`config.mk`:
```
export PLATFORM = sky130hd
export DESIGN_NAME = if_id_queue
export DESIGN_NICKNAME = d
export VERILOG_FILES = /design/src/rtl/if_id_queue.sv
export SDC_FILE = /design/constraint.sdc
export NUM_CORES = 1
export LEC_CHECK = 0
export ABC_AREA = 1
export CAP_MARGIN = 20
export CORE_MARGIN = 5
export CORE_UTILIZATION = 25
export DETAILED_ROUTE_END_ITERATION = 12
export GPL_TIMING_DRIVEN = 0
export HOLD_SLACK_MARGIN = 0.05
export PLACE_DENSITY = 0.51
export SYNTH_ARGS = -nofsm -noshare
export SYNTH_HDL_FRONTEND = slang
export SYNTH_SLANG_ARGS = --single-unit
```
`constraint.sdc`:
```
create_clock -name clk -period 4.23 [get_ports clk]
set_input_delay 0.423 -clock clk [delete_from_list [all_inputs] [get_ports clk]]
set_output_delay 0.423 -clock clk [all_outputs]
set_load 0.02 [all_outputs]
```
`src/rtl/if_id_queue.sv`:
```
// IF/ID fetch queue: DEPTH-entry first-word-fall-through FIFO carrying
// {pc_plus4, inst} from fetch to decode. Flush clears the queue and forces a
// NOP bubble. When no real entry is presented, ID sees a bubble.
module if_id_queue #(
  parameter int                PC_W     = 32,
  parameter int                INST_W   = 32,
  parameter int                DEPTH    = 4,
  parameter logic [INST_W-1:0] NOP_INST = '0
) (
  input  logic                       clk,
  input  logic                       rst,
  input  logic                       flush,
  input  logic                       if_valid,
  output logic                       if_ready,
  input  logic [PC_W-1:0]            if_pc_plus4,
  input  logic [INST_W-1:0]          if_inst,
  output logic                       id_valid,
  input  logic                       id_ready,
  output logic [PC_W-1:0]            id_pc_plus4,
  output logic [INST_W-1:0]          id_inst,
  output logic [$clog2(DEPTH):0]     occupancy
);

  localparam int PTR_W = $clog2(DEPTH);
  localparam int CNT_W = PTR_W + 1;

  typedef struct packed {
    logic [PC_W-1:0]   pc_plus4;
    logic [INST_W-1:0] inst;
  } entry_t;

  entry_t           mem_q [DEPTH];
  logic [PTR_W-1:0] wr_ptr_q, wr_ptr_d;
  logic [PTR_W-1:0] rd_ptr_q, rd_ptr_d;
  logic [CNT_W-1:0] count_q, count_d;
  logic             push, pop;
  entry_t           head;

  // Handshakes: full blocks pushes even if a pop happens the same cycle, and
  // flush hides the head and refuses new entries.
  always_comb begin
    if_ready = (count_q != CNT_W'(DEPTH)) && !flush;
    id_valid = (count_q != '0) && !flush;
    push     = if_valid && if_ready;
    pop      = id_valid && id_ready;
  end

  // Head presentation from registered state only; bubble when nothing valid.
  always_comb begin
    head        = mem_q[rd_ptr_q];
    id_pc_plus4 = '0;
    id_inst     = NOP_INST;
    if (id_valid) begin
      id_pc_plus4 = head.pc_plus4;
      id_inst     = head.inst;
    end
  end

  // Next-state for pointers and count; flush takes priority over push/pop.
  always_comb begin
    wr_ptr_d = wr_ptr_q;
    rd_ptr_d = rd_ptr_q;
    count_d  = count_q;
    if (flush) begin
      wr_ptr_d = '0;
      rd_ptr_d = '0;
      count_d  = '0;
    end else begin
      if (push) wr_ptr_d = wr_ptr_q + PTR_W'(1);
      if (pop)  rd_ptr_d = rd_ptr_q + PTR_W'(1);
      if (push && !pop)      count_d = count_q + CNT_W'(1);
      else if (pop && !push) count_d = count_q - CNT_W'(1);
    end
  end

  // Control state; asynchronous reset empties the queue with no clock.
  always_ff @(posedge clk or negedge rst) begin
    if (!rst) begin
      wr_ptr_q <= '0;
      rd_ptr_q <= '0;
      count_q  <= '0;
    end else begin
      wr_ptr_q <= wr_ptr_d;
      rd_ptr_q <= rd_ptr_d;
      count_q  <= count_d;
    end
  end

  // Entry storage; not reset since count gates everything read from it.
  always_ff @(posedge clk) begin
    if (push) mem_q[wr_ptr_q] <= '{pc_plus4: if_pc_plus4, inst: if_inst};
  end

  assign occupancy = count_q;

endmodule

```
==> flow_summary.json <==
{
  "portBuffers": 137,
  "cts_hold_buffers": 0,
  "max_stage_delay_ns": 0.70,
  "ys_ff_latch": 263,
  "slew_violations": 0,
  "via_per_inst": 4.31,
  "crit_type": "reg -> out",
  "grt_overflow": 0,
  "fin_cells": 1544,
  "io_pins": 138,
  "crit_fanout": 10,
  "r2r_end": "mem_q[3][48]",
  "firstDrtPassIters": 5,
  "dr_total_vias": 6654,
  "worstSkewPairLatency_ns": 0.54,
  "r2r_slack_ns": 1.73,
  "wl_per_cell_um": 18.2,
  "grt_pass1_vias": 6782,
  "synthAdderAreaFrac_pct": 0.673,
  "skew_ns": 0.0148,
  "synth_warnings": 0,
  "cp-start-kind": "flip-flop",
  "final_cell_mix": "258 x nor2_1, 256 x edfxtp_1, 137 x clkdlybuf4s50_1",
  "cts_resized": 0,
  "num_antenna_cells": 0,
  "ant_nets": 0,
  "cts_tree": "done",
  "die_y_um": 214,
  "post_cts.repair.setup_buffers": 0,
  "synth_xor_area_share_pct": 0.0842,
  "grt_max_degree": 27,
  "place_ws_ns": 1.10,
  "floorplan.initialDensity_pct": 25.4,
  "crit_chain": "inv_2 -> buf_6 -> clkbuf_1 -> o21ai_0 -> a21oi_1 -> clkdlybuf4s50_1",
  "crit_arrival_ns": 3.05,
  "die_area_mm2": 0.0458,
  "synthMuxAreaShare_pct": 0,
  "wl_um": 28100,
  "setup_viol": 0,
  "cp.depth": 6,
  "ys_seq_area_share_pct": 75.6,
  "drv_cap": 0,
  "fp.coreArea_mm2": 0.0410,
  "drt_first_iter_violations": 275,
  "timing.rr.start": "occupancy[2]",
  "p_leak_nw": 4.52,
  "nets": 1070,
  "endpoint_kind": "primary output",
  "fmax_mhz": 288,
  "die_w_um": 214,
  "fin_crit_ns": 3.47,
  "numCtsBuffers": 29,
  "r2r_cells": 5,
  "relSlewSlack_pct": 50.0,
  "path_clk_slew_ns": 0.06,
  "crit_path_top_delay_cell": "clkdlybuf4s50_1",
  "cellPowerDensity_mw_per_mm2": 576,
  "hold_viol": 0,
  "drive_above_1_share_pct": 8.30,
  "cts_root_buf": "clkbuf_16",
  "dp_cells": 1497,
  "rows": 74,
  "final_common_cell": "nor2_1",
  "worst_pin_slew_ns": 0.749,
  "synthSimpleGateAreaFrac_pct": 10.6,
  "antenna_found_initial": 1,
  "hpwlAfterDp_um": 17900,
  "synth.distinct_cells": 21,
  "syn_avg_cell_area_um2": 12.7,
  "utilization_pct": 33.0,
  "synth_compound_area_share_pct": 9.55,
  "track_usage_pct": 11.9,
  "crit_family": "buffers and inverters",
  "synthCells": 819,
  "gp_congestion": 0.731,
  "fin_crit_sh_pct": 82.1,
  "syn_area_mm2": 0.0104,
  "synth_nets": 893,
  "drc": 0,
  "status": "completed",
  "cts_sinks": 263,
  "area_growth_pct": 30.0,
  "clock_path_buffers": 3,
  "setup_slack_ns": 0.757,
  "synth_top_family_by_area": "simple AND/OR/NAND/NOR gates",
  "irDropWorstVdd_v": 0.000275,
  "rsz0062_at_grt": "no",
  "htree_levels": 1,
  "cp.required_ns": 3.81,
  "critical_path_buf_inv_count": 4,
  "hp-class": "in -> async",
  "grt_pass1_wl_um": 42700
}
## worst max path at each step
stage / slack [ns] / to / start
2_1_floorplan: 0.26 / mem_q[0][0] / flush
3_3_place_gp: -3.16 / mem_q[1][47] / flush
3_5_place_dp: 1.10 / mem_q[3][53] / flush
4_1_cts: 0.66 / id_pc_plus4[28] / rd_ptr_q[0]
5_1_grt: 0.54 / id_pc_plus4[28] / rd_ptr_q[0]
6_report: 0.76 / id_pc_plus4[28] / rd_ptr_q[0]
## area by class of cell
class                           instances  area (µm²)
Multi-Input combinational cell        491        2200
Buffer                                 48         304
Fill cell                            4038       27500
Timing Repair Buffer                  146        1560
Sequential cell                       263        7860
Clock inverter                         14         121
Clock buffer                           33         741
Tap cell                              532         666
Inverter                               17        63.8
## kinds of logic after synthesis
group / after synthesis
flops: 263
fa+ha+maj: 5
compound gates: 198
simple gates: 287
buf+inv: 65
xor+xnor: 1
## layer usage
metal,track usage (%),routed length [µm],up-vias
met1,15.8,12600,3213
met4,2.71,502,2
met3,2.30,1330,40
met5,0,13,-
met2,20.4,13700,152
li1,-,-,3247
## flip-flops by register name, indices dropped and copies added, names as in the netlist
register and flops:
wr_ptr_q 2, mem_q 256, rd_ptr_q 2, occupancy 3
## worst reg2reg max path: stages (launching register included)
cell and delay, ns:
dfrtp_1 0.43, nand2_1 0.12, nand3_1 0.37, nor2_4 0.71
buf_12 0.29, buf_12 0.22
## report_power, final
part | switching, mW | internal [mW]
Clock | 0.965 | 1.36
Sequential | 0.0465 | 3.04
Combinational | 1.50 | 0.880
Total | 2.51 | 5.28
## cells in the mapped netlist
| cell | instances | area share, % |
|---|---|---|
| a21oi_1 | 64 | 3.1 |
| buf_2 | 12 | 0.58 |
| buf_4 | 1 | 0.072 |
| buf_6 | 14 | 1.5 |
| clkbuf_1 | 21 | 0.76 |
| dfrtp_1 | 7 | 1.7 |
| edfxtp_1 | 256 | 74 |
| fa_1 | 1 | 0.19 |
| ha_1 | 4 | 0.48 |
| inv_1 | 15 | 0.54 |
| inv_2 | 2 | 0.072 |
| nand2_1 | 16 | 0.58 |
| nand2_2 | 1 | 0.060 |
| nand3_1 | 6 | 0.29 |
| nand3_2 | 1 | 0.096 |
| nor2_1 | 262 | 9.5 |
| nor2_4 | 1 | 0.11 |
| o21ai_0 | 131 | 6.3 |
| o21ai_1 | 2 | 0.096 |
| o31ai_1 | 1 | 0.072 |
| xnor2_1 | 1 | 0.084 |
## stage by stage
stage	instance area (µm²)	power (mW)	hold slack [ns]	setup TNS, ns
after global placement	12400	5.56	0.604	-765.56
after floorplan	10400	4.45	0.127	0
after global routing	13500	8.23	0.165	0
after detailed placement	12700	5.58	0.613	0
after CTS	13500	7.95	0.125	0
final	13500	7.79	0.160	0
Power figures use the tool's default switching activity.
